File: config.mk
export PLATFORM = sky130hd
export DESIGN_NAME = block_dispatcher
export DESIGN_NICKNAME = d
export VERILOG_FILES = /design/src/rtl/block_dispatcher.sv
export SDC_FILE = /design/constraint.sdc
export NUM_CORES = 1
export LEC_CHECK = 0
export ABC_AREA = 1
export ABC_CLOCK_PERIOD_IN_PS = 2450
export CELL_PAD_IN_SITES_DETAIL_PLACEMENT = 0
export CELL_PAD_IN_SITES_GLOBAL_PLACEMENT = 1
export CORE_UTILIZATION = 36
export DETAILED_ROUTE_END_ITERATION = 10
export GPL_TIMING_DRIVEN = 0
export PLACE_DENSITY_LB_ADDON = 0.1
export SLEW_MARGIN = 20
export SYNTH_ARGS = -nofsm -noshare
export SYNTH_HDL_FRONTEND = slang
export SYNTH_SLANG_ARGS = --single-unit
File: constraint.sdc
create_clock -name clk -period 2.45 [get_ports clk]
set_input_delay 0.49 -clock clk [delete_from_list [all_inputs] [get_ports clk]]
set_output_delay 0.49 -clock clk [all_outputs]
set_load 0.05 [all_outputs]
File: src/rtl/block_dispatcher.sv
// Kernel block dispatcher: splits a latched thread count into blocks and hands them
// to free cores one per cycle, recycling each core through a one-cycle reset.
//   state  | meaning
//   S_IDLE | cores held in reset, waiting for start
//   S_RUN  | dispatching blocks and retiring completions
//   S_DONE | every block retired; held until reset
module block_dispatcher #(
  parameter int NUM_CORES         = 2,
  parameter int THREADS_PER_BLOCK = 4
) (
  input  logic                                                  clk,
  input  logic                                                  reset,
  input  logic                                                  start,
  input  logic [7:0]                                            thread_count,
  input  logic [NUM_CORES-1:0]                                  core_done,
  output logic [NUM_CORES-1:0]                                  core_start,
  output logic [NUM_CORES-1:0]                                  core_reset,
  output logic [8*NUM_CORES-1:0]                                core_block_id,
  output logic [($clog2(THREADS_PER_BLOCK)+1)*NUM_CORES-1:0]    core_thread_count,
  output logic                                                  done
);

  localparam int              SH    = $clog2(THREADS_PER_BLOCK);
  localparam int              CW    = SH + 1;
  localparam logic [7:0]      TPB_B = 8'(THREADS_PER_BLOCK);
  localparam logic [CW-1:0]   TPB_C = CW'(THREADS_PER_BLOCK);

  typedef enum logic [1:0] {S_IDLE, S_RUN, S_DONE} state_t;

  state_t                  state_q, state_n;
  logic [7:0]              total_q, total_n;
  logic [7:0]              disp_q, disp_n;
  logic [7:0]              ret_q, ret_n;
  logic [7:0]              rem_q, rem_n;
  logic [NUM_CORES-1:0]    busy_q, busy_n;
  logic [NUM_CORES-1:0]    start_n, reset_n;
  logic [8*NUM_CORES-1:0]  id_n;
  logic [CW*NUM_CORES-1:0] cnt_n;
  logic                    done_n;

  logic [NUM_CORES-1:0]    fin;
  logic [7:0]              fin_cnt;
  logic [2:0]              pick;
  logic                    have_free;
  logic [CW-1:0]           blk_cnt;
  logic                    can_disp;

  // A core freed at this edge is still marked busy, so it cannot be re-picked
  // until the edge that ends its one-cycle reset.
  always_comb begin
    fin       = core_done & busy_q;
    fin_cnt   = '0;
    pick      = '0;
    have_free = 1'b0;
    for (int i = NUM_CORES - 1; i >= 0; i--) begin
      fin_cnt = fin_cnt + {7'd0, fin[i]};
      if (!busy_q[i]) begin
        pick      = 3'(i);
        have_free = 1'b1;
      end
    end
    blk_cnt  = (rem_q >= TPB_B) ? TPB_C : rem_q[CW-1:0];
    can_disp = (state_q == S_RUN) && have_free && (disp_q < total_q);
  end

  always_comb begin
    state_n = state_q;
    total_n = total_q;
    disp_n  = disp_q;
    ret_n   = ret_q;
    rem_n   = rem_q;
    busy_n  = busy_q;
    start_n = core_start;
    reset_n = core_reset;
    id_n    = core_block_id;
    cnt_n   = core_thread_count;
    done_n  = done;
    unique case (state_q)
      S_IDLE: begin
        start_n = '0;
        reset_n = '1;
        done_n  = 1'b0;
        if (start) begin
          total_n = 8'(({1'b0, thread_count} + 9'(THREADS_PER_BLOCK - 1)) >> SH);
          rem_n   = thread_count;
          disp_n  = '0;
          ret_n   = '0;
          busy_n  = '0;
          if (thread_count == 8'd0) begin
            state_n = S_DONE;
          end else begin
            state_n = S_RUN;
            reset_n = '0;
          end
        end
      end
      S_RUN: begin
        for (int i = 0; i < NUM_CORES; i++) begin
          if (fin[i]) begin
            busy_n[i]  = 1'b0;
            start_n[i] = 1'b0;
            reset_n[i] = 1'b1;
          end
        end
        ret_n = ret_q + fin_cnt;
        if (can_disp) begin
          for (int i = 0; i < NUM_CORES; i++) begin
            if (pick == 3'(i)) begin
              busy_n[i]           = 1'b1;
              start_n[i]          = 1'b1;
              reset_n[i]          = 1'b0;
              id_n[8*i +: 8]      = disp_q;
              cnt_n[CW*i +: CW]   = blk_cnt;
            end
          end
          disp_n = disp_q + 8'd1;
          rem_n  = rem_q - 8'(blk_cnt);
        end
        if (ret_n == total_q) begin
          state_n = S_DONE;
          start_n = '0;
          reset_n = '1;
        end
      end
      S_DONE: begin
        start_n = '0;
        reset_n = '1;
        done_n  = 1'b1;
      end
      default: state_n = S_IDLE;
    endcase
  end

  always_ff @(posedge clk) begin
    if (reset) begin
      state_q           <= S_IDLE;
      total_q           <= '0;
      disp_q            <= '0;
      ret_q             <= '0;
      rem_q             <= '0;
      busy_q            <= '0;
      core_start        <= '0;
      core_reset        <= '1;
      core_block_id     <= '0;
      core_thread_count <= '0;
      done              <= 1'b0;
    end else begin
      state_q           <= state_n;
      total_q           <= total_n;
      disp_q            <= disp_n;
      ret_q             <= ret_n;
      rem_q             <= rem_n;
      busy_q            <= busy_n;
      core_start        <= start_n;
      core_reset        <= reset_n;
      core_block_id     <= id_n;
      core_thread_count <= cnt_n;
      done              <= done_n;
    end
  end

endmodule
==> reports/metrics.csv, run 1 <==
metric,value,unit
status,"finished, violations left",
failing checks,design-rule violations,
# rows,34,
RSZ-0062 raised after global routing,yes,
CTS tree,yes,
Inserted Diodes,0,
crit path max fanout,4,
share of cells above drive strength 1,13.9,%
crit start category,primary input,
final setup violation count,0,
"EDFF count, synth",0,
max_cap viols,0,
Mapped Cells,476,
Logic pwr share,25.8,%
Post-Layout Cell Count,646,
Die ar.,9570,sq um
Initial Util,37.6,%
Final Skew,6.21,ps
Placed Instances,622,
"Slew Viols, Final",0,
Final Wtd Congestion,0.795,
GRT Total Usage,20.2,%
total number of vias,3189,
P per Cell Area,726,nW/um^2
DRC,6,
fin crit share,95.4,%
Psw,1.05,mW
Netlist Area Pre-Place,3310,sq um
fin util,47.9,%
final hold vios,0,
CTS max path bufs,2,
pin count of the biggest net entering global routing,13,
Num CTS Buffers,9,
initial antenna violation count,0,
first-pass GRT wire length,15.3,mm
achievable frequency,428,MHz
Horiz. Die Dim,97.8,um
total gr overflow,0,
Final ANT Viol Nets,0,
DR vias/cell,4.94,
"Hold-fix buffers, CTS",0,
vias in the first global route,3104,
"Distinct cells, synth",39,
post-synthesis sequential area ratio,37.5,%
Critical Path RT,2650,ps
final worst path period need,2340,ps
max_slew headroom,52.2,%
switching share of power,34.2,%
Final HPWL DP,6.61,mm
Min-Delay Path Class,reg -> reg,
Worst-Skew Late Latency,340,ps
Fillers,923,
Peak VDD IR,402,uV
CP arrival,2540,ps
die height,97.8,um
router iterations before antenna repair,8,
#FFs+latches synth,62,
ys flop type,dfxtp_1,
Power Internal,2.02,mW
H-tree levels,3,
sequential share of power,37.3,%
CTS Root Cell,clkbuf_8,
CORE AREA,8810,sq um
P&R area growth vs syn,27.7,%
Static Leakage,1.77,nW
Syn Nets,503,
kind of critical path,in -> reg,
synthesized area per cell,6.95,sq um
# nets final,560,
WL/cell,13.9,um
Clk pwr share,36.9,%
clock-pin slew on the worst setup and hold paths,80,ps
Sinks on Clock Net,62,
final WL,8.99,mm
io pins,40,
crit end category,flip-flop,
yosys warns,0,
Worst-Margin Slew,710,ps
DRT iter0 DRCs,112,
async set-reset flop share out of synthesis,0,%
PortBufs,38,
-- metal layers --
layer	share of wire, %	GRT usage, %	vias to the layer above
met5	0	0	-
met4	1.2	5.94	0
met1	49	26.4	1442
met2	45	33.5	70
li1	-	-	1666
met3	4.2	4.08	11
-- metrics by stage --
stage | hold WS, ps | instance area (sq um) | setup TNS, ps | setup WS (ps) | power (mW)
2_1_floorplan | 439 | 3310 | 0 | 29.5 | 1.70
4_1_cts | 461 | 4150 | 0 | 2.28 | 3.08
3_3_place_gp | 445 | 3820 | -4490 | -791 | 1.93
3_5_place_dp | 448 | 3820 | -5030 | -827 | 1.93
5_1_grt | 485 | 4220 | -328 | -93.2 | 3.25
6_report | 457 | 4220 | 0 | 113 | 3.07
-- worst max-delay path, stage by stage --
cell and delay (ps):
clkdlybuf4s15_2 210, nand2_2 70, xor2_1 150, inv_1 60
ha_2 170, inv_2 80, nand2_4 60, ha_4 180
nand2_4 90, inv_2 60, o21ai_2 100, nand2_1 60
nor2_1 110, nand2_2 80, nor2_4 100, nand3_4 110
a21oi_4 180, nand2_2 80, nand2_1 70, a21oi_2 50
-- layout make-up --
type                    instances  area (sq um)  area share [%]
plain buffers                  14          63.8            1.51
clock buffers                   9           124            2.93
clock inverters                 7           123            2.90
inverters                      66           248            5.87
multi-input cells             334          1840            43.6
flip-flops and latches         62          1250            29.5
well taps                     108           135            3.20
repair buffers                 46           440            10.4
-- what timing repair did --
action                                  4_1_cts  5_1_grt
endpoints found under the setup margin       20       21
pin swaps                                     7        8
setup buffers                                 4        4
gates resized for setup                      15       15
-- placed cells by master (no fill, tap or decap), types with 3 or more instances in the layout --
cell,netlist,final
nor3_1,4,4
buf_4,2,10
o21ai_0,27,27
clkbuf_8,0,9
o211ai_1,4,4
nor2_4,2,4
bufinv_16,0,3
nand2_2,7,13
clkbuf_1,9,9
xor2_1,5,5
nand4_1,3,3
nand3_1,25,25
clkdlybuf4s50_1,0,36
o21ai_1,6,5
dfxtp_1,62,60
inv_2,4,6
buf_2,3,3
a21oi_2,3,3
nand2_1,128,120
inv_1,61,59
ha_1,14,12
a21oi_1,58,58
nor2_1,22,20
-- synth_stat cells, types with 3 or more instances --
| cell | n | area [sq um] |
|---|---|---|
| a21oi_1 | 58 | 290 |
| a21oi_2 | 3 | 26.3 |
| buf_2 | 3 | 15.0 |
| clkbuf_1 | 9 | 33.8 |
| dfxtp_1 | 62 | 1240 |
| ha_1 | 14 | 175 |
| inv_1 | 61 | 229 |
| inv_2 | 4 | 15.0 |
| nand2_1 | 128 | 480 |
| nand2_2 | 7 | 43.8 |
| nand3_1 | 25 | 125 |
| nand4_1 | 3 | 18.8 |
| nor2_1 | 22 | 82.6 |
| nor3_1 | 4 | 20.0 |
| o211ai_1 | 4 | 30.0 |
| o21ai_0 | 27 | 135 |
| o21ai_1 | 6 | 30.0 |
| xor2_1 | 5 | 43.8 |
-- worst paths after layout --
kind | from | end | slack [ps] | depth (start not counted)
worst max-delay path | core_done[1] | state_q[1]$_SDFFE_PP0P_ | 110 | 20
worst min-delay path | core_block_id[7]$_SDFFE_PP0P_ | core_block_id[7]$_SDFFE_PP0P_ | 460 | 2
worst max register to register | busy_q[1]$_SDFFE_PP0P_ | state_q[1]$_SDFFE_PP0P_ | 120 | 19
worst min register to register | core_block_id[7]$_SDFFE_PP0P_ | core_block_id[7]$_SDFFE_PP0P_ | 460 | 2
-- kinds of logic after synthesis --
family	synth area share, %
simple gates	28.5
fa+ha+maj	5.30
xor+xnor	1.32
other cells	0.113
buf+inv	9.42
flops	37.5
compound gates	17.8
-- power groups by stage --
| stage | clock (mW) | sequential [mW] | combinational, mW |
|---|---|---|---|
| 2_1_floorplan | 0 | 1.24 | 0.458 |
| 3_3_place_gp | 0 | 1.17 | 0.763 |
| 3_5_place_dp | 0 | 1.17 | 0.769 |
| 4_1_cts | 1.15 | 1.14 | 0.786 |
| 5_1_grt | 1.21 | 1.15 | 0.886 |
| 6_report | 1.13 | 1.14 | 0.791 |
-- registers in the layout (all words and copies together), names as in the netlist, 2 cells and up --
signal             count
core_block_id         16
disp_q                 8
rem_q                  8
ret_q                  8
total_q                7
core_thread_count      6
busy_q                 2
core_reset             2
core_start             2
state_q                2
Note: power is estimated with default switching activity, not from simulation.
==> run 2, diff against run 1 <==
--- a/config.mk
+++ b/config.mk
@@ -17,3 +17,4 @@
 export SYNTH_ARGS = -nofsm -noshare
 export SYNTH_HDL_FRONTEND = slang
 export SYNTH_SLANG_ARGS = --single-unit
+export TNS_END_PERCENT = 1
==> run 2 against run 1 <==
Against the previous run: the flow still finishes with violations (design-rule violations); final area is 0.47% lower; sequential cell count is the same; worst setup slack gained 22 ps; cell count down 0.46%; clock-buffer cell count stayed put; wire length shrank 0.49%; critical endpoint unchanged; highest routed layer unchanged.
==> reports/metrics.csv, run 2 (synthesized netlist as in run 1, its figures left out) <==
metric,value,unit
crit path to,state_q[1]$_SDFFE_PP0P_,
P&R area growth vs syn,27.1,%
Post-Layout Cell Count,643,
Placed Instances,622,
Crit Reg-Reg Endpoint,state_q[1]$_SDFFE_PP0P_,
"Most flops, register",core_block_id,
initial antenna violation count,0,
Largest register FFs,16,
Final HPWL DP,6.61,mm
Static Leakage,1.76,nW
Final Wtd Congestion,0.795,
Inserted Diodes,0,
vias in the first global route,3079,
Initial Util,37.6,%
final setup violation count,0,
failing checks,design-rule violations,
PortBufs,38,
CORE AREA,8810,sq um
achievable frequency,432,MHz
CP arrival,2520,ps
cells on worst reg2reg path,19,
die height,97.8,um
Critical Path RT,2650,ps
crit path max fanout,4,
Sinks on Clock Net,62,
max_slew headroom,52.2,%
Min-Delay Path Class,reg -> reg,
Peak VDD IR,402,uV
GRT Total Usage,20.1,%
DRC,7,
Num CTS Buffers,9,
CP max-delay cell,dfxtp_4,
RSZ-0062 raised after global routing,yes,
final WL,8.95,mm
Bufs and invs on worst path,3,
fin crit share,94.5,%
Die ar.,9570,sq um
final hold vios,0,
P per Cell Area,727,nW/um^2
CTS tree,yes,
io pins,40,
clock-pin slew on the worst setup and hold paths,70,ps
DP Area,3820,sq um
Multi-input gate area,1850,sq um
DRT iter0 DRCs,110,
"Slew Viols, Final",0,
final worst path period need,2320,ps
Horiz. Die Dim,97.8,um
Worst Setup SP,busy_q[1]$_SDFFE_PP0P_,
status,"finished, violations left",
crit start category,flip-flop,
first-pass GRT wire length,15.2,mm
total number of vias,3179,
Design Power,3.05,mW
CP top delay family,simple AND/OR/NAND/NOR gates,
Critical Path Stages,19,
# rows,34,
crit-path cells,"nand2_4, xor2_2, inv_1, ha_2, inv_2, nand2_4, ha_4, nand2_4, inv_4, o21ai_2, nand2_1, nor2_1, nand2_2, nor2_4, nand3_4, a21oi_4, nand2_2, nand2_1, a21oi_2",
router iterations before antenna repair,7,
Fillers,916,
H-tree levels,3,
crit end category,flip-flop,
Final ANT Viol Nets,0,
"commonest non-fill, non-tap cell in the layout",nand2_1,
Reg2Reg Setup Slack,130,ps
Worst-Skew Late Latency,340,ps
Worst-Margin Slew,710,ps
Final Skew,6.98,ps
# nets final,557,
RR Startpoint,busy_q[1]$_SDFFE_PP0P_,
share of cells above drive strength 1,13.3,%
CTS max path bufs,2,
pin count of the biggest net entering global routing,13,
"Hold-fix buffers, CTS",0,
FF+latch area,1250,sq um
crit-path max cell delay,360,ps
WL/cell,13.9,um
Final Instance Area,4200,sq um
CTS Root Cell,clkbuf_8,
most frequent cells in the layout,"123 x nand2_1, 59 x inv_1, 59 x dfxtp_1, 58 x a21oi_1, 36 x clkdlybuf4s50_1",
"most used cell, CP",nand2_4,
total gr overflow,0,
kind of critical path,reg -> reg,
max_cap viols,0,
DR vias/cell,4.94,
==> run 2: cell count changes in the layout (fill, tap and decap cells not counted), sizes merged <==
cell	delta
clkdlybuf4s15	-1
buf	-2
==> run 2: area by class of cell <==
cell class                      count  area share (%)
Clock inverter                      7            2.92
Inverter                           66            5.96
Buffer                             14            1.52
Sequential cell                    62            29.7
Timing Repair Buffer               43            9.80
Clock buffer                        9            2.95
Multi-Input combinational cell    334            44.0
Tap cell                          108            3.22
==> run 2: worst min path at each step <==
stage                                             start                            end  slack, ps  cells past startpoint
after global routing                  done$_SDFFE_PP0N_              done$_SDFFE_PP0N_        480                      2
after global placement    core_block_id[7]$_SDFFE_PP0P_  core_block_id[7]$_SDFFE_PP0P_        450                      2
after detailed placement  core_block_id[7]$_SDFFE_PP0P_  core_block_id[7]$_SDFFE_PP0P_        450                      2
after floorplan                   rem_q[0]$_SDFFE_PP0P_          rem_q[0]$_SDFFE_PP0P_        440                      2
final                     core_block_id[7]$_SDFFE_PP0P_  core_block_id[7]$_SDFFE_PP0P_        460                      2
after CTS                 core_block_id[7]$_SDFFE_PP0P_  core_block_id[7]$_SDFFE_PP0P_        460                      2
==> run 2: what timing repair did <==
item                       4_1_cts  5_1_grt
setup buffers                    2        3
setup endpoints to repair       20       41
resized for setup               15       17
pin swaps                        6        5
==> run 2: tightest hold or removal path, stage by stage, from the launching register on <==
cell	delay, ps
dfxtp_1	310
nand3_1	70
inv_1	40
==> run 2: stage by stage <==
stage	hold slack, ps	utilization [%]	setup WS [ps]	TNS (ps)
floorplan	439	-	29.5	0
global placement	445	43.4	-791	-4490
detailed placement	448	43.4	-827	-5030
CTS	461	46.9	-47.8	-248
global route	485	47.7	-62.8	-221
finish	459	47.7	135	0
==> run 2: metal layers <==
metal | up-vias | global-route usage, % | part of all wire [%]
met4 | 0 | 5.71 | 0.98
met2 | 59 | 33.2 | 46
met3 | 8 | 3.94 | 3.6
met5 | - | 0 | 0
li1 | 1659 | - | -
met1 | 1453 | 26.6 | 50
==> run 2: power by group <==
part	switching [mW]	total, mW	leakage [nW]	internal, mW
Combinational	0.529	0.784	1.14	0.255
Clock	0.447	1.13	0.116	0.679
Sequential	0.0612	1.14	0.506	1.08
